--- src/rtl/target_frame_sequencer_if.sv ---
// Target stream bundle: one snapshot target word per valid/ready handshake.
// master = sequencer side (drives word + valid), slave = consumer side (drives ready).
interface target_frame_sequencer_if #(
    parameter int W_H = 12,
    parameter int W_V = 11
);
    logic           tgt_valid_out;
    logic           tgt_ready_in;
    logic [1:0]     tgt_idx_out;
    logic [W_H-1:0] tgt_x_out;
    logic [W_V-1:0] tgt_y_out;
    logic [W_V-1:0] tgt_diam_out;

    modport master (
        output tgt_valid_out,
        output tgt_idx_out,
        output tgt_x_out,
        output tgt_y_out,
        output tgt_diam_out,
        input  tgt_ready_in
    );

    modport slave (
        input  tgt_valid_out,
        input  tgt_idx_out,
        input  tgt_x_out,
        input  tgt_y_out,
        input  tgt_diam_out,
        output tgt_ready_in
    );
endinterface

--- src/rtl/target_frame_sequencer.sv ---
// Frame-level target sequencer: snapshots 4 marker results at vblank start,
// tracks lock/loss, and streams each eligible target over tgt_if.
// Ports: clk_in, rst_in (sync, active-high); hcount_in/vcount_in raster position;
//   xcount*/ycount*/diam*_in target data; valid_in[3]=target0..valid_in[0]=target3;
//   tgt_if (master) stream word; frame_done_out/tgt_count_out end-of-frame;
//   lock_out, lost_out, overrun_out status.
// Optional: define TARGET_SEQ_FILTER_EN to drop targets with diameter < MIN_DIAMETER.
module target_frame_sequencer #(
    parameter int SCREEN_WIDTH  = 1280,
    parameter int SCREEN_HEIGHT = 720,
    parameter int LOCK_FRAMES   = 3,
    parameter int LOST_FRAMES   = 8,
    parameter int MIN_DIAMETER  = 4,
    localparam int W_H = $clog2(SCREEN_WIDTH) + 1,
    localparam int W_V = $clog2(SCREEN_HEIGHT) + 1
) (
    input  logic           clk_in,
    input  logic           rst_in,
    input  logic [W_H-1:0] hcount_in,
    input  logic [W_V-1:0] vcount_in,
    input  logic [W_H-1:0] xcount0_in,
    input  logic [W_H-1:0] xcount1_in,
    input  logic [W_H-1:0] xcount2_in,
    input  logic [W_H-1:0] xcount3_in,
    input  logic [W_V-1:0] ycount0_in,
    input  logic [W_V-1:0] ycount1_in,
    input  logic [W_V-1:0] ycount2_in,
    input  logic [W_V-1:0] ycount3_in,
    input  logic [W_V-1:0] diam0_in,
    input  logic [W_V-1:0] diam1_in,
    input  logic [W_V-1:0] diam2_in,
    input  logic [W_V-1:0] diam3_in,
    input  logic [3:0]     valid_in,
    target_frame_sequencer_if.master tgt_if,
    output logic           frame_done_out,
    output logic [2:0]     tgt_count_out,
    output logic           lock_out,
    output logic           lost_out,
    output logic           overrun_out
);

    typedef enum logic [1:0] {
        S_IDLE,
        S_SCAN,
        S_SEND,
        S_DONE
    } state_t;

    localparam logic [3:0]     LOCK_N = 4'(LOCK_FRAMES);
    localparam logic [3:0]     LOST_N = 4'(LOST_FRAMES);
    localparam logic [W_V-1:0] MIN_D  = W_V'(MIN_DIAMETER);

    state_t         r_state;
    state_t         w_state_n;

    logic [W_H-1:0] r_x [4];
    logic [W_V-1:0] r_y [4];
    logic [W_V-1:0] r_d [4];
    logic [3:0]     r_elig;
    logic [1:0]     r_idx;
    logic [2:0]     r_count;
    logic [3:0]     r_good;
    logic [3:0]     r_bad;
    logic           r_lock;
    logic           r_lost;
    logic           r_overrun;
    logic           r_strb_d;

    logic [W_H-1:0] w_x_in [4];
    logic [W_V-1:0] w_y_in [4];
    logic [W_V-1:0] w_d_in [4];
    logic [3:0]     w_elig_in;
    logic           w_strb_lvl;
    logic           w_strobe;
    logic [3:0]     w_src;
    logic           w_any;
    logic [1:0]     w_pick;
    logic           w_capture;
    logic           w_load;
    logic           w_ack;
    logic           w_valid;
    logic           w_done;
    logic [3:0]     w_good_inc;
    logic [3:0]     w_bad_inc;

    function automatic logic [1:0] f_lowest(input logic [3:0] m);
        logic [1:0] r;
        r = 2'd0;
        for (int i = 3; i >= 0; i--) begin
            if (m[i]) r = 2'(i);
        end
        return r;
    endfunction

    assign w_x_in[0] = xcount0_in;
    assign w_x_in[1] = xcount1_in;
    assign w_x_in[2] = xcount2_in;
    assign w_x_in[3] = xcount3_in;
    assign w_y_in[0] = ycount0_in;
    assign w_y_in[1] = ycount1_in;
    assign w_y_in[2] = ycount2_in;
    assign w_y_in[3] = ycount3_in;
    assign w_d_in[0] = diam0_in;
    assign w_d_in[1] = diam1_in;
    assign w_d_in[2] = diam2_in;
    assign w_d_in[3] = diam3_in;

    // valid_in is MSB-first: bit 3 belongs to target 0.
`ifdef TARGET_SEQ_FILTER_EN
    always_comb begin
        w_elig_in = '0;
        for (int i = 0; i < 4; i++) begin
            w_elig_in[i] = valid_in[3-i] && (w_d_in[i] >= MIN_D);
        end
    end
`else
    logic [W_V-1:0] w_unused_min;
    assign w_unused_min = MIN_D;
    always_comb begin
        w_elig_in = '0;
        for (int i = 0; i < 4; i++) begin
            w_elig_in[i] = valid_in[3-i];
        end
    end
`endif

    assign w_strb_lvl = (hcount_in == '0) &&
                        (vcount_in == W_V'(SCREEN_HEIGHT));
    assign w_strobe   = w_strb_lvl && !r_strb_d;

    // In SEND the word on the bus is already being retired, so look past it.
    assign w_src  = (r_state == S_SEND) ?
                    (r_elig & ~(4'b0001 << r_idx)) : r_elig;
    assign w_any  = |w_src;
    assign w_pick = f_lowest(w_src);

    assign w_good_inc = (r_good == 4'hF) ? 4'hF : r_good + 4'd1;
    assign w_bad_inc  = (r_bad  == 4'hF) ? 4'hF : r_bad  + 4'd1;

    always_ff @(posedge clk_in) begin
        if (rst_in) r_state <= S_IDLE;
        else        r_state <= w_state_n;
    end

    always_comb begin
        w_state_n = r_state;
        w_capture = 1'b0;
        w_load    = 1'b0;
        w_ack     = 1'b0;
        w_valid   = 1'b0;
        w_done    = 1'b0;
        unique case (r_state)
            S_IDLE: begin
                if (w_strobe) begin
                    w_capture = 1'b1;
                    w_state_n = S_SCAN;
                end
            end
            S_SCAN: begin
                if (w_any) begin
                    w_load    = 1'b1;
                    w_state_n = S_SEND;
                end else begin
                    w_state_n = S_DONE;
                end
            end
            S_SEND: begin
                w_valid = 1'b1;
                if (tgt_if.tgt_ready_in) begin
                    w_ack = 1'b1;
                    if (w_any) w_load    = 1'b1;
                    else       w_state_n = S_DONE;
                end
            end
            S_DONE: begin
                w_done    = 1'b1;
                w_state_n = S_IDLE;
            end
            default: w_state_n = S_IDLE;
        endcase
    end

    always_ff @(posedge clk_in) begin
        if (rst_in) begin
            for (int i = 0; i < 4; i++) begin
                r_x[i] <= '0;
                r_y[i] <= '0;
                r_d[i] <= '0;
            end
            r_elig    <= '0;
            r_idx     <= '0;
            r_count   <= '0;
            r_good    <= '0;
            r_bad     <= '0;
            r_lock    <= 1'b0;
            r_lost    <= 1'b0;
            r_overrun <= 1'b0;
            r_strb_d  <= 1'b0;
        end else begin
            r_strb_d  <= w_strb_lvl;
            r_overrun <= w_strobe && (r_state != S_IDLE);
            r_lost    <= 1'b0;
            if (w_capture) begin
                for (int i = 0; i < 4; i++) begin
                    r_x[i] <= w_x_in[i];
                    r_y[i] <= w_y_in[i];
                    r_d[i] <= w_d_in[i];
                end
                r_elig  <= w_elig_in;
                r_count <= '0;
                if (&w_elig_in) begin
                    r_good <= w_good_inc;
                    r_bad  <= '0;
                    if (w_good_inc >= LOCK_N) r_lock <= 1'b1;
                end else begin
                    r_good <= '0;
                    r_bad  <= w_bad_inc;
                    if (r_lock && (w_bad_inc >= LOST_N)) begin
                        r_lock <= 1'b0;
                        r_lost <= 1'b1;
                    end
                end
            end
            if (w_ack) begin
                r_elig[r_idx] <= 1'b0;
                r_count       <= r_count + 3'd1;
            end
            if (w_load) r_idx <= w_pick;
        end
    end

    assign tgt_if.tgt_valid_out = w_valid;
    assign tgt_if.tgt_idx_out   = r_idx;
    assign tgt_if.tgt_x_out     = r_x[r_idx];
    assign tgt_if.tgt_y_out     = r_y[r_idx];
    assign tgt_if.tgt_diam_out  = r_d[r_idx];

    assign frame_done_out = w_done;
    assign tgt_count_out  = w_done ? r_count : 3'd0;
    assign lock_out       = r_lock;
    assign lost_out       = r_lost;
    assign overrun_out    = r_overrun;

endmodule
--- src/flat_wrapper.sv ---
// flat-port wrapper written by rule: the top's interface ports become plain ports
module target_frame_sequencer_flat 
#(
    parameter int SCREEN_WIDTH  = 1280,
    parameter int SCREEN_HEIGHT = 720,
    parameter int LOCK_FRAMES   = 3,
    parameter int LOST_FRAMES   = 8,
    parameter int MIN_DIAMETER  = 4,
    localparam int W_H = $clog2(SCREEN_WIDTH) + 1,
    localparam int W_V = $clog2(SCREEN_HEIGHT) + 1
)
  (clk_in, rst_in, hcount_in, vcount_in, xcount0_in, xcount1_in, xcount2_in, xcount3_in, ycount0_in, ycount1_in, ycount2_in, ycount3_in, diam0_in, diam1_in, diam2_in, diam3_in, valid_in, frame_done_out, tgt_count_out, lock_out, lost_out, overrun_out, tgt_if_tgt_valid_out, tgt_if_tgt_idx_out, tgt_if_tgt_x_out, tgt_if_tgt_y_out, tgt_if_tgt_diam_out, tgt_if_tgt_ready_in);
  target_frame_sequencer_if tgt_if_i ();
  input  logic clk_in;
  input  logic rst_in;
  input  logic [W_H-1:0] hcount_in;
  input  logic [W_V-1:0] vcount_in;
  input  logic [W_H-1:0] xcount0_in;
  input  logic [W_H-1:0] xcount1_in;
  input  logic [W_H-1:0] xcount2_in;
  input  logic [W_H-1:0] xcount3_in;
  input  logic [W_V-1:0] ycount0_in;
  input  logic [W_V-1:0] ycount1_in;
  input  logic [W_V-1:0] ycount2_in;
  input  logic [W_V-1:0] ycount3_in;
  input  logic [W_V-1:0] diam0_in;
  input  logic [W_V-1:0] diam1_in;
  input  logic [W_V-1:0] diam2_in;
  input  logic [W_V-1:0] diam3_in;
  input  logic [3:0] valid_in;
  output logic frame_done_out;
  output logic [2:0] tgt_count_out;
  output logic lock_out;
  output logic lost_out;
  output logic overrun_out;
  output wire logic [$bits(tgt_if_i.tgt_valid_out)-1:0] tgt_if_tgt_valid_out;
  output wire logic [$bits(tgt_if_i.tgt_idx_out)-1:0] tgt_if_tgt_idx_out;
  output wire logic [$bits(tgt_if_i.tgt_x_out)-1:0] tgt_if_tgt_x_out;
  output wire logic [$bits(tgt_if_i.tgt_y_out)-1:0] tgt_if_tgt_y_out;
  output wire logic [$bits(tgt_if_i.tgt_diam_out)-1:0] tgt_if_tgt_diam_out;
  input wire logic [$bits(tgt_if_i.tgt_ready_in)-1:0] tgt_if_tgt_ready_in;
  assign tgt_if_tgt_valid_out = tgt_if_i.tgt_valid_out;
  assign tgt_if_tgt_idx_out = tgt_if_i.tgt_idx_out;
  assign tgt_if_tgt_x_out = tgt_if_i.tgt_x_out;
  assign tgt_if_tgt_y_out = tgt_if_i.tgt_y_out;
  assign tgt_if_tgt_diam_out = tgt_if_i.tgt_diam_out;
  assign tgt_if_i.tgt_ready_in = tgt_if_tgt_ready_in;
  target_frame_sequencer #(.SCREEN_WIDTH(SCREEN_WIDTH), .SCREEN_HEIGHT(SCREEN_HEIGHT), .LOCK_FRAMES(LOCK_FRAMES), .LOST_FRAMES(LOST_FRAMES), .MIN_DIAMETER(MIN_DIAMETER)) u_core (.clk_in(clk_in), .rst_in(rst_in), .hcount_in(hcount_in), .vcount_in(vcount_in), .xcount0_in(xcount0_in), .xcount1_in(xcount1_in), .xcount2_in(xcount2_in), .xcount3_in(xcount3_in), .ycount0_in(ycount0_in), .ycount1_in(ycount1_in), .ycount2_in(ycount2_in), .ycount3_in(ycount3_in), .diam0_in(diam0_in), .diam1_in(diam1_in), .diam2_in(diam2_in), .diam3_in(diam3_in), .valid_in(valid_in), .tgt_if(tgt_if_i), .frame_done_out(frame_done_out), .tgt_count_out(tgt_count_out), .lock_out(lock_out), .lost_out(lost_out), .overrun_out(overrun_out));
endmodule
--- config.mk ---
export PLATFORM = sky130hd
export DESIGN_NAME = target_frame_sequencer_flat
export DESIGN_NICKNAME = d
export VERILOG_FILES = /design/src/rtl/target_frame_sequencer_if.sv /design/src/rtl/target_frame_sequencer.sv /design/src/flat_wrapper.sv
export SDC_FILE = /design/constraint.sdc
export NUM_CORES = 1
export LEC_CHECK = 0
export BUFFER_PORTS_ARGS = -buffer_cell sky130_fd_sc_hd__buf_2
export CAP_MARGIN = 25
export CELL_PAD_IN_SITES_DETAIL_PLACEMENT = 0
export CELL_PAD_IN_SITES_GLOBAL_PLACEMENT = 2
export CORE_ASPECT_RATIO = 0.9
export CORE_MARGIN = 8
export CORE_UTILIZATION = 38
export DETAILED_ROUTE_END_ITERATION = 8
export PLACE_DENSITY_LB_ADDON = 0.1
export SYNTH_ARGS = -nofsm -noshare
export SYNTH_HDL_FRONTEND = slang
export SYNTH_SLANG_ARGS = --single-unit
--- constraint.sdc ---
create_clock -name clk_in -period 13.3 [get_ports clk_in]
set_input_delay 0.665 -clock clk_in [delete_from_list [all_inputs] [get_ports clk_in]]
set_output_delay 0.665 -clock clk_in [all_outputs]
set_load 0.02 [all_outputs]
==> results of run 1 <==
## how the worst max path moves through the flow
stage | endpoint | cells after the start | slack [ps] | start
floorplan | u_core.r_good[2] | 6 | 8370 | vcount_in[1]
global placement | u_core.r_x[2][11] | 7 | 9030 | hcount_in[10]
detailed placement | u_core.r_good[2] | 8 | 8920 | hcount_in[10]
CTS | u_core.r_good[2] | 8 | 9360 | hcount_in[10]
global route | u_core.r_good[3] | 8 | 9120 | hcount_in[10]
finish | u_core.r_good[2] | 8 | 9410 | hcount_in[10]
## layout by cell type (no fill, tap or decap), types with 2 or more instances in the layout
| master | instances |
|---|---|
| a211oi_1 | 6 |
| a21oi_1 | 12 |
| a22oi_1 | 2 |
| a311oi_1 | 2 |
| a32o_1 | 3 |
| and2_1 | 4 |
| and3_1 | 137 |
| and4_1 | 2 |
| buf_12 | 2 |
| buf_2 | 209 |
| buf_4 | 4 |
| bufinv_16 | 4 |
| clkbuf_16 | 17 |
| clkinv_4 | 2 |
| dfxtp_1 | 23 |
| dfxtp_2 | 2 |
| edfxtp_1 | 136 |
| ha_1 | 6 |
| inv_1 | 10 |
| inv_6 | 3 |
| mux2i_1 | 8 |
| mux4_2 | 34 |
| nand2_1 | 9 |
| nand2b_1 | 4 |
| nand3_1 | 5 |
| nand3b_1 | 2 |
| nand4_1 | 5 |
| nor2_1 | 14 |
| nor3_1 | 4 |
| nor4_1 | 4 |
| nor4_4 | 3 |
| o21a_1 | 2 |
| o21ai_0 | 6 |
## state kept, by name, summed over array words and instances, names as in the netlist, named ones only
| signal | count |
|---|---|
| u_core.r_x | 48 |
| u_core.r_d | 44 |
| u_core.r_y | 44 |
| u_core.r_bad | 4 |
| u_core.r_elig | 4 |
| u_core.r_good | 4 |
| u_core.r_count | 3 |
| u_core.r_state | 2 |
| u_core.tgt_if.tgt_idx_out | 2 |
| u_core.lock_out | 1 |
| u_core.lost_out | 1 |
| u_core.overrun_out | 1 |
| u_core.r_strb_d | 1 |
## per-stage QoR
stage / utilization, % / total power [mW] / area, µm² / setup WS [ps] / cells
after global routing: 48.42 / 1.161 / 9218 / 9121 / 960
final: 48.42 / 1.123 / 9218 / 9409 / 960
after detailed placement: 44.83 / 0.6261 / 8536 / 8916 / 926
after floorplan: - / 0.5922 / 7326 / 8369 / 508
after CTS: 48.06 / 1.136 / 9150 / 9363 / 957
after global placement: 44.83 / 0.6250 / 8536 / 9030 / 926
## cell usage after synthesis (4+ instances only)
cell type	n	area [µm²]
nand2_1	9	33.78
a211oi_1	6	45.04
and2_1	4	25.02
nor2_1	14	52.55
o21ai_0	6	30.03
buf_2	6	30.03
clkbuf_2	10	50.05
nand2b_1	4	25.02
nor3_1	4	20.02
inv_1	11	41.29
mux4_2	34	765.7
dfxtp_1	25	500.5
nand3_1	5	25.02
ha_1	7	87.58
edfxtp_1	136	4084
nand4_1	5	31.28
mux2i_1	8	80.08
a21oi_1	12	60.06
clkbuf_1	27	101.4
and3_1	137	857.1
nor4_1	4	25.02
## logic make-up after synthesis
kind of cell	synth area share (%)
and+or+nand+nor	17.23
DFF	62.58
buffers and inverters	3.245
AOI/OAI and AO/OA	4.048
muxes	11.70
adders and majority gates	1.196
## area by class of cell
cell class / count / area (µm²)
fill: 1707 / 9821
inverter: 11 / 43.79
clock buffer: 18 / 429.2
multi-input combinational: 291 / 2516
sequential: 161 / 4587
clock inverter: 13 / 185.2
timing repair buffer: 216 / 1144
tap: 250 / 312.8
## power by group through the flow
| stage | sequential (mW) | clock [mW] | combinational (mW) |
|---|---|---|---|
| floorplan | 0.574 | 0 | 0.0184 |
| global placement | 0.573 | 0 | 0.0522 |
| detailed placement | 0.574 | 0 | 0.0525 |
| CTS | 0.563 | 0.520 | 0.0527 |
| global route | 0.564 | 0.541 | 0.0559 |
| finish | 0.563 | 0.509 | 0.0515 |
## metal layers
| metal | wire length, µm | share of wire, % | up-vias |
|---|---|---|---|
| met3 | 1089 | 5.8 | 5 |
| met5 | 0 | 0 | - |
| li1 | - | - | 2379 |
| met2 | 9142 | 49 | 147 |
| met4 | 71 | 0.38 | 0 |
| met1 | 8313 | 45 | 2434 |
==> impl_metrics.csv, run 1 <==
group,metric,value,unit
power_and_ir_drop,ir_drop,0.00008021,V
logic_synthesis,syn-num-nets,681,
cts,numCtsBuffers,17,
timing,setup_viol,0,
route,ant_nets,0,
logic_synthesis,synth.yosys.seq_area_share,62.58,%
critical_path,setup.worst_path.start_class,"input pin",
critical_path,worstPathRequired,13540,ps
timing,whs,510.9,ps
timing,slew_violations,0,
cts,post-cts-setup-buffers,0,
cts,clockRootBuffer,"clkbuf_16",
finish,area_growth,25.82,%
logic_synthesis,synth-edff-count,136,
run,drv_cap,0,
timing,clock_skew,9.047,ps
critical_path,crit-reg2reg-capture,"u_core.r_good[2]",
global_routing,grt_max_degree,145,
power_and_ir_drop,p_seq_share,50.1,%
logic_synthesis,syn_inst,508,
placed_design,io_buffers,209,
global_routing,grt_util_met3,4.587,%
timing,timing.fmax,257.0,MHz
power_and_ir_drop,p_int,0.8983,mW
die,pin_count,210,
cts,clkLatencyLatePin,410,ps
placed_design,hpwl,12670,µm
placed_design,gp_congestion,0.7576,
cts,postCtsHoldBufs,0,
worst_hold_path,hp-class,"flop to flop",
die,fp.coreArea,19040,µm²
global_routing,top_usage_layer,"met2",
critical_path,critPathCaptureType,"flop",
route,wl_per_cell,19.39,µm
route,drc_errors,0,
finish,nets,871,
finish,drive_gt1_share,40.99,%
die,die_area,23980,µm²
logic_synthesis,ys_types,46,
route,viasPerCell,5.172,
logic_synthesis,synth_flop_cell,"edfxtp_1",
timing,worst_slew_pin_slew,901.9,ps
timing,relSlewSlack,39.42,%
critical_path,path_cells,"buf_2 > nor4b_4 > nand4_4 > nor4_4 > nor2_1 > inv_4 > buf_4 > a22oi_1",
cts,htree_levels,4,
logic_synthesis,yosys_warnings,0,
power_and_ir_drop,power.density,121.8,nW/µm²
timing,period_minus_slack,3891,ps
cts,cts-resized-gates,0,
route,routed_wl,18620,µm
critical_path,cp_max_fo,70,
power_and_ir_drop,p_comb_share,4.6,%
timing,hold_viol_final,0,
worst_hold_path,worstHoldStart,"u_core.r_bad[1]",
critical_path,crit_path_max_incr_delay,810,ps
global_routing,use_met1,20.05,%
global_routing,grt_pass1_wl,28950,µm
power_and_ir_drop,p_sw_share,20.00,%
die,initial_core_util,38.48,%
critical_path,crit_arrival,4130,ps
timing,finalCritPeriodShare,29.26,%
power_and_ir_drop,leakage,4.103,nW
logic_synthesis,synthArstFlopShare,0,%
global_routing,track_usage,15.48,%
power_and_ir_drop,netSwitchingPower,0.2246,mW
die,die_y,147.7,µm
status,status,"completed",
critical_path,critPathTopFamily,"buffers and inverters",
logic_synthesis,ys_seq_elements,161,
critical_path,worst-path-buf-inv,3,
global_routing,gr-total-overflow,0,
critical_path,cpMaxStageDelayCell,"buf_4",
worst_hold_path,hold_end,"u_core.r_bad[1]",
timing,fin_tns_setup,0,ps
worst_hold_path,hold_depth,1,
cts,clock-sinks,161,
power_and_ir_drop,power_frac_clock,45.3,%
critical_path,r2r_slack,9550,ps
critical_path,rr_startpoint,"u_core.r_state[0]",
cts,clk_pin_slew,60,ps
critical_path,critPathKind,"input pin to flop",
cts,cts_buffer_depth,2,
global_routing,grt_pass1_vias,5258,
critical_path,reg2reg_depth,8,
global_routing,antenna_found_initial,0,
die,die_x,162.4,µm
route,drt_iter0_drc,408,
route,vias,4965,
finish,antenna_cells,0,
logic_synthesis,synth_area,7326,µm²
global_routing,met2_usage,25.06,%
timing,rsz0062_at_grt,"false",
logic_synthesis,avgSynthCellArea,14.42,µm²
route,drtPass1Iterations,4,
cts,cts_tree,"done",
die,num_rows,48,
No activity file was read; power rests on OpenSTA's default activity.
==> run 2: changes to the inputs <==
- ABC_AREA: not set -> 1
- CORE_UTILIZATION: 38 -> 32
- clock period: 13.3 -> 3.8 ns (I/O delays scaled with it)
==> run 2 against run 1 <==
Compared with the run above:
- area after synthesis up 6.5%
- combinational power rose to 6.5 times the previous value
- worst setup slack worse by 8100 ps
- die area up 24%
- global-route usage down 1.2 points
- sequential share of layout area down 2.7 points
- sequential power rose to 3.5 times the previous value
- critical endpoint is now u_core.r_x[3][7]
- highest routed layer is now met5
==> impl_metrics.csv, run 2 <==
group,metric,value,unit
status,status,"completed",
global_routing,gr-total-overflow,0,
cts,cts-resized-gates,0,
die,pin_count,210,
critical_path,crit_arrival,2570,ps
logic_synthesis,ys_types,25,
logic_synthesis,synth_top_family_by_area,"simple AND/OR/NAND/NOR gates",
run,drv_cap,0,
die,die_x,180.6,µm
power_and_ir_drop,power.density,404.1,nW/µm²
finish,largest_reg_flops,48,
die,num_rows,54,
power_and_ir_drop,p_sw_share,25.05,%
logic_synthesis,synth_common_cells,"nor2_1, inv_1, edfxtp_1",
logic_synthesis,synth.most_common_cell,"nor2_1",
timing,hold_viol_final,0,
cts,clkLatencyLatePin,430,ps
placed_design,placed_cells,1328,
global_routing,track_usage,14.24,%
placed_design,gp_congestion,0.7199,
finish,area_growth,24.94,%
critical_path,crit_path_max_incr_delay,580,ps
logic_synthesis,yosys_warnings,0,
worst_hold_path,hold_depth,3,
timing,relSlewSlack,49.19,%
critical_path,reg2reg_depth,5,
placed_design,hpwl,15140,µm
power_and_ir_drop,p_seq_share,50.5,%
die,die_area,29650,µm²
route,drt_iter0_drc,360,
die,die_y,164.2,µm
logic_synthesis,syn-num-nets,1011,
logic_synthesis,synth_xor_area_share,0,%
finish,antenna_cells,0,
finish,layout_common_cells,"buf_2, nor2_1, inv_1",
logic_synthesis,synth_fa_ha_area_share,1.122,%
power_and_ir_drop,p_int,2.954,mW
finish,fin_cells,1363,
cts,htree_levels,4,
critical_path,cp_max_fo,72,
power_and_ir_drop,ir_drop,0.0001960,V
logic_synthesis,avgSynthCellArea,9.314,µm²
logic_synthesis,synth-compound-area-share,9.474,%
cts,clk_pin_slew,80,ps
timing,setup_viol,0,
logic_synthesis,syn_inst,838,
route,drtPass1Iterations,5,
placed_design,io_buffers,209,
critical_path,critPathKind,"flop to flop",
power_and_ir_drop,leakage,4.600,nW
logic_synthesis,synth_area,7805,µm²
critical_path,crit_cells,5,
critical_path,cpMaxStageDelayCell,"nand2_8",
cts,clockRootBuffer,"clkbuf_16",
critical_path,setup.worst_path.start_class,"flop",
cts,numCtsBuffers,17,
global_routing,grt_max_degree,74,
finish,final_common_cell,"buf_2",
route,vias,5992,
critical_path,critPathTopFamily,"simple AND/OR/NAND/NOR gates",
cts,clock-sinks,161,
critical_path,worstPathRequired,3910,ps
timing,timing.fmax,406.7,MHz
logic_synthesis,synth-edff-count,136,
timing,clock_skew,19.36,ps
route,wl_per_cell,15.58,µm
cts,cts_buffer_depth,2,
logic_synthesis,synth_flop_cell,"edfxtp_1",
critical_path,critPathCaptureType,"flop",
cts,cts_tree,"done",
route,ant_nets,0,
route,routed_wl,21240,µm
finish,regMostFlops,"u_core.r_x",
finish,nets,1215,
critical_path,worst-path-buf-inv,2,
logic_synthesis,synth_top_area_share,52.32,%
logic_synthesis,synthTopCellsByArea,"edfxtp_1, nor2_1, inv_1",
finish,drive_gt1_share,28.34,%
logic_synthesis,synthSimpleGateAreaFrac,20.23,%
finish,largestRegisters,"u_core.r_x: 48 flops, u_core.r_d: 44 flops, u_core.r_y: 44 flops",
global_routing,antenna_found_initial,3,
power_and_ir_drop,p_comb_share,8.5,%
logic_synthesis,synth.largest_area_cell,"edfxtp_1",
cts,post-cts-setup-buffers,0,
timing,worst_slew_pin_slew,762.2,ps
timing,period_minus_slack,2459,ps
critical_path,path_cells,"inv_1 > ha_1 > nand3_1 > nand2_8 > buf_4",
global_routing,grt_pass1_wl,32980,µm
cts,postCtsHoldBufs,3,
die,fp.coreArea,24120,µm²
logic_synthesis,ys_seq_elements,161,
timing,slew_violations,0,
die,initial_core_util,32.36,%
timing,finalCritPeriodShare,64.70,%
logic_synthesis,synthMuxAreaShare,0,%
worst_hold_path,hp-class,"input pin to flop",
global_routing,grt_pass1_vias,5998,
route,viasPerCell,4.396,
power_and_ir_drop,netSwitchingPower,0.9871,mW
logic_synthesis,synth.yosys.seq_area_share,58.74,%
power_and_ir_drop,power_frac_clock,41.1,%
route,drc_errors,0,
timing,rsz0062_at_grt,"false",
timing,fin_tns_setup,0,ps
logic_synthesis,synthArstFlopShare,0,%
-- run 2: cell types whose count changed in the layout (fill, tap and decap cells not counted), moves of 6 or more --
cell	delta
a211oi_1	-6
nand3_1	+16
and3_1	-137
o22ai_1	+35
nor2_2	+12
mux2i_1	-8
mux4_2	-34
nor2_1	+185
nor2_4	+31
nand2_1	+43
o21ai_0	+80
inv_1	+154
-- run 2: routing by layer --
metal  wire [µm]  track usage (%)  vias up
met5          22                0        -
met4         240            4.204        4
met3        1036            3.804       19
met2       10060            23.06      134
met1        9885            18.50     2737
li1            -                -     3098
-- run 2: layout make-up --
| type | instances | area [µm²] |
|---|---|---|
| fillers | 2483 | 14370 |
| flip-flops and latches | 161 | 4586 |
| multi-input cells | 474 | 2422 |
| repair buffers | 222 | 1176 |
| inverters | 166 | 628.1 |
| clock buffers | 18 | 429.2 |
| well taps | 308 | 385.4 |
| clock inverters | 14 | 125.1 |
-- run 2: final timing paths --
kind,to,start,slack [ps]
worst min register to register,u_core.overrun_out,u_core.r_strb_d,420
worst min-delay path,u_core.r_elig[1],valid_in[2],20
worst max register to register,u_core.r_x[3][7],u_core.r_state[0],1340
worst max-delay path,u_core.r_x[3][7],u_core.r_state[0],1340
-- run 2: worst min-delay path, cell delays in order --
cell and delay, ps:
buf_2 90, nor3_1 40, nor2_1 90
-- run 2: kinds of logic (layout without fill, tap and decap cells) --
kind of cell / Yosys count / in the layout
AO/OA/AOI/OAI: 138 / 138
adder cells (fa/ha/maj): 7 / 7
buffers and inverters: 203 / 420
flip-flops: 161 / 161
AND/OR/NAND/NOR: 329 / 329
-- run 2: through the flow --
step	cell area, µm²	utilization [%]	hold WS [ps]	power (mW)	setup WS (ps)
after floorplan	7807	-	324.9	2.205	724.7
after global placement	9168	38.01	423.7	2.368	1217
after detailed placement	9168	38.01	411.6	2.365	1176
after CTS	9752	40.43	2.642	3.998	1292
after global routing	9752	40.43	38.85	4.103	1134
final	9752	40.43	20.10	3.941	1341
-- run 2: power groups by stage --
stage / Sequential (mW) / Clock, mW / Combinational (mW)
6_report: 1.99 / 1.62 / 0.334
5_1_grt: 1.99 / 1.73 / 0.379
4_1_cts: 1.99 / 1.67 / 0.342
3_5_place_dp: 2.03 / 0 / 0.338
3_3_place_gp: 2.03 / 0 / 0.341
2_1_floorplan: 2.03 / 0 / 0.180
==> run 3: changes to the inputs <==
- clock period: 3.8 -> 2.3 ns (I/O delays scaled with it)
==> run 3 against run 2 <==
Compared with the run above:
- non-clock buffer count grew 90
- first-iteration DRC count shrank 1.4%
- via count grew 6.9%
- core utilization grew 4.2 points
- cell area grew 10%
- critical path depth is the same
- global-route usage grew 0.76 points
- largest cell class unchanged
- flip-flop and latch count is the same
- worst setup slack lost 1100 ps
- sequential share of layout area shrank 4.5 points
- die area is the same
- combinational power grew 100%
==> impl_metrics.csv, run 3 (synthesis gave the netlist of run 2 again) <==
group,metric,value,unit
critical_path,r2r_slack,360,ps
timing,setup_viol,0,
run,drv_cap,0,
critical_path,endpoint,"tgt_if_tgt_x_out[7]",
critical_path,crit_arrival,1930,ps
die,fp.coreArea,24120,µm²
timing,timing.fmax,489.8,MHz
critical_path,worst-path-buf-inv,3,
power_and_ir_drop,netSwitchingPower,1.670,mW
power_and_ir_drop,p_sw_share,24.34,%
finish,nets,1305,
global_routing,gr-total-overflow,0,
finish,fillCellCount,2391,
cts,numCtsBuffers,17,
critical_path,rr_startpoint,"u_core.r_state[0]",
die,die_area,29650,µm²
critical_path,crit_path_max_incr_delay,360,ps
finish,multi_input_area,2422,µm²
critical_path,cp_max_fo,19,
finish,final_common_cell,"buf_2",
power_and_ir_drop,p_seq_share,47.9,%
timing,hold_viol_final,0,
placed_design,placed_cells,1335,
status,status,"completed",
power_and_ir_drop,ir_drop,0.0003976,V
critical_path,crit_cells,5,
cts,clock-sinks,161,
global_routing,grt_pass1_wl,35270,µm
worst_hold_path,hp-class,"input pin to flop",
finish,largestRegisters,"u_core.r_x: 48 flops, u_core.r_d: 44 flops, u_core.r_y: 44 flops",
finish,antenna_cells,0,
cts,cts_tree,"done",
critical_path,critPathTopFamily,"buffers and inverters",
power_and_ir_drop,p_int,5.192,mW
placed_design,io_buffers,209,
placed_design,hpwl,15590,µm
critical_path,path_cells,"inv_2 > buf_4 > o21ai_0 > o22ai_1 > buf_2",
timing,fin_tns_setup,0,ps
route,drtPass1Iterations,4,
critical_path,critPathCaptureType,"primary output",
cts,cts_buffer_depth,2,
global_routing,track_usage,15.00,%
power_and_ir_drop,leakage,5.036,nW
route,viasPerCell,4.410,
cts,cts-resized-gates,0,
finish,drive_gt1_share,26.84,%
critical_path,worstPathRequired,2180,ps
timing,finalCritPeriodShare,88.77,%
critical_path,setup.worst_path.start_class,"flop",
power_and_ir_drop,power_frac_clock,42.3,%
finish,largest_reg_flops,48,
timing,clock_skew,12.34,ps
route,wl_per_cell,15.30,µm
global_routing,grt_pass1_vias,6678,
cts,htree_levels,4,
cts,clk_pin_slew,70,ps
route,routed_wl,22220,µm
global_routing,antenna_found_initial,0,
critical_path,critPathKind,"flop to primary output",
die,die_y,164.2,µm
finish,area_growth,38.02,%
timing,whs,9.066,ps
timing,period_minus_slack,2042,ps
timing,rsz0062_at_grt,"false",
timing,worst_slew_pin_slew,513.8,ps
power_and_ir_drop,power.density,637.0,nW/µm²
die,initial_core_util,32.36,%
route,drc_errors,0,
finish,layout_common_cells,"buf_2, nor2_1, inv_1",
finish,seqCellArea,4586,µm²
timing,relSlewSlack,65.71,%
critical_path,reg2reg_depth,7,
placed_design,gp_congestion,0.7578,
finish,fin_cells,1452,
route,vias,6403,
power_and_ir_drop,p_comb_share,9.9,%
route,drt_iter0_drc,355,
critical_path,cpMaxStageDelayCell,"dfxtp_2",
die,pin_count,210,
die,die_x,180.6,µm
global_routing,grt_max_degree,69,
finish,regMostFlops,"u_core.r_x",
cts,clockRootBuffer,"clkbuf_16",
cts,clkLatencyLatePin,420,ps
critical_path,crit-reg2reg-capture,"u_core.r_x[0][11]",
route,ant_nets,0,
timing,slew_violations,0,
die,num_rows,54,
## run 3: cell count changes in the layout (fill, tap and decap cells not counted), sizes merged
cell | previous run | this run
buf | 219 | 226
inv | 173 | 174
clkinv | 5 | 1
bufinv | 0 | 2
dlygate4sd3 | 3 | 86
clkinvlp | 2 | 3
clkbuf | 18 | 17
## run 3: power groups by stage
stage               Sequential (mW)  Clock, mW  Combinational, mW
floorplan                      3.34          0              0.299
global placement               3.35          0              0.580
detailed placement             3.35          0              0.569
CTS                            3.28       2.97              0.688
global route                   3.30       3.08              0.762
finish                         3.28       2.90              0.678
## run 3: per-layer routing
metal / routed length, µm / global-route usage, %
met2: 10570 / 24.91
met1: 10230 / 19.31
met5: 0 / 0
met4: 199 / 3.791
met3: 1218 / 3.870
## run 3: area by class of cell
| cell class | count | share of cell area [%] |
|---|---|---|
| timing repair buffer | 312 | 20.05 |
| clock inverter | 14 | 1.545 |
| clock buffer | 17 | 3.949 |
| tap | 308 | 3.577 |
| inverter | 166 | 5.830 |
| multi-input combinational | 474 | 22.49 |
| sequential | 161 | 42.57 |
## run 3: worst min-delay path by stage
stage / start / end / cells after the start
2_1_floorplan: valid_in[0] / u_core.r_elig[3] / 2
3_3_place_gp: valid_in[3] / u_core.r_elig[0] / 3
3_5_place_dp: valid_in[3] / u_core.r_elig[0] / 3
4_1_cts: diam2_in[8] / u_core.r_d[2][8] / 3
5_1_grt: diam1_in[1] / u_core.r_d[1][1] / 3
6_report: xcount1_in[9] / u_core.r_x[1][9] / 3
## run 3: repair_timing
item	in CTS	in global routing
endpoints found under the hold margin	86	0
setup buffers	0	0
hold buffers	86	0
## run 3: worst min-delay path: stages
cell and delay (ps):
buf_2 80, inv_1 30, nor2_1 90
## run 3: stage by stage
step | instance area (µm²) | utilization [%] | setup WS [ps] | total power [mW]
floorplan | 7821 | - | 254.3 | 3.638
global placement | 9320 | 38.64 | 368.0 | 3.928
detailed placement | 9320 | 38.64 | 342.3 | 3.918
CTS | 10770 | 44.66 | 193.2 | 6.939
global route | 10770 | 44.66 | 130.3 | 7.138
finish | 10770 | 44.66 | 258.2 | 6.862
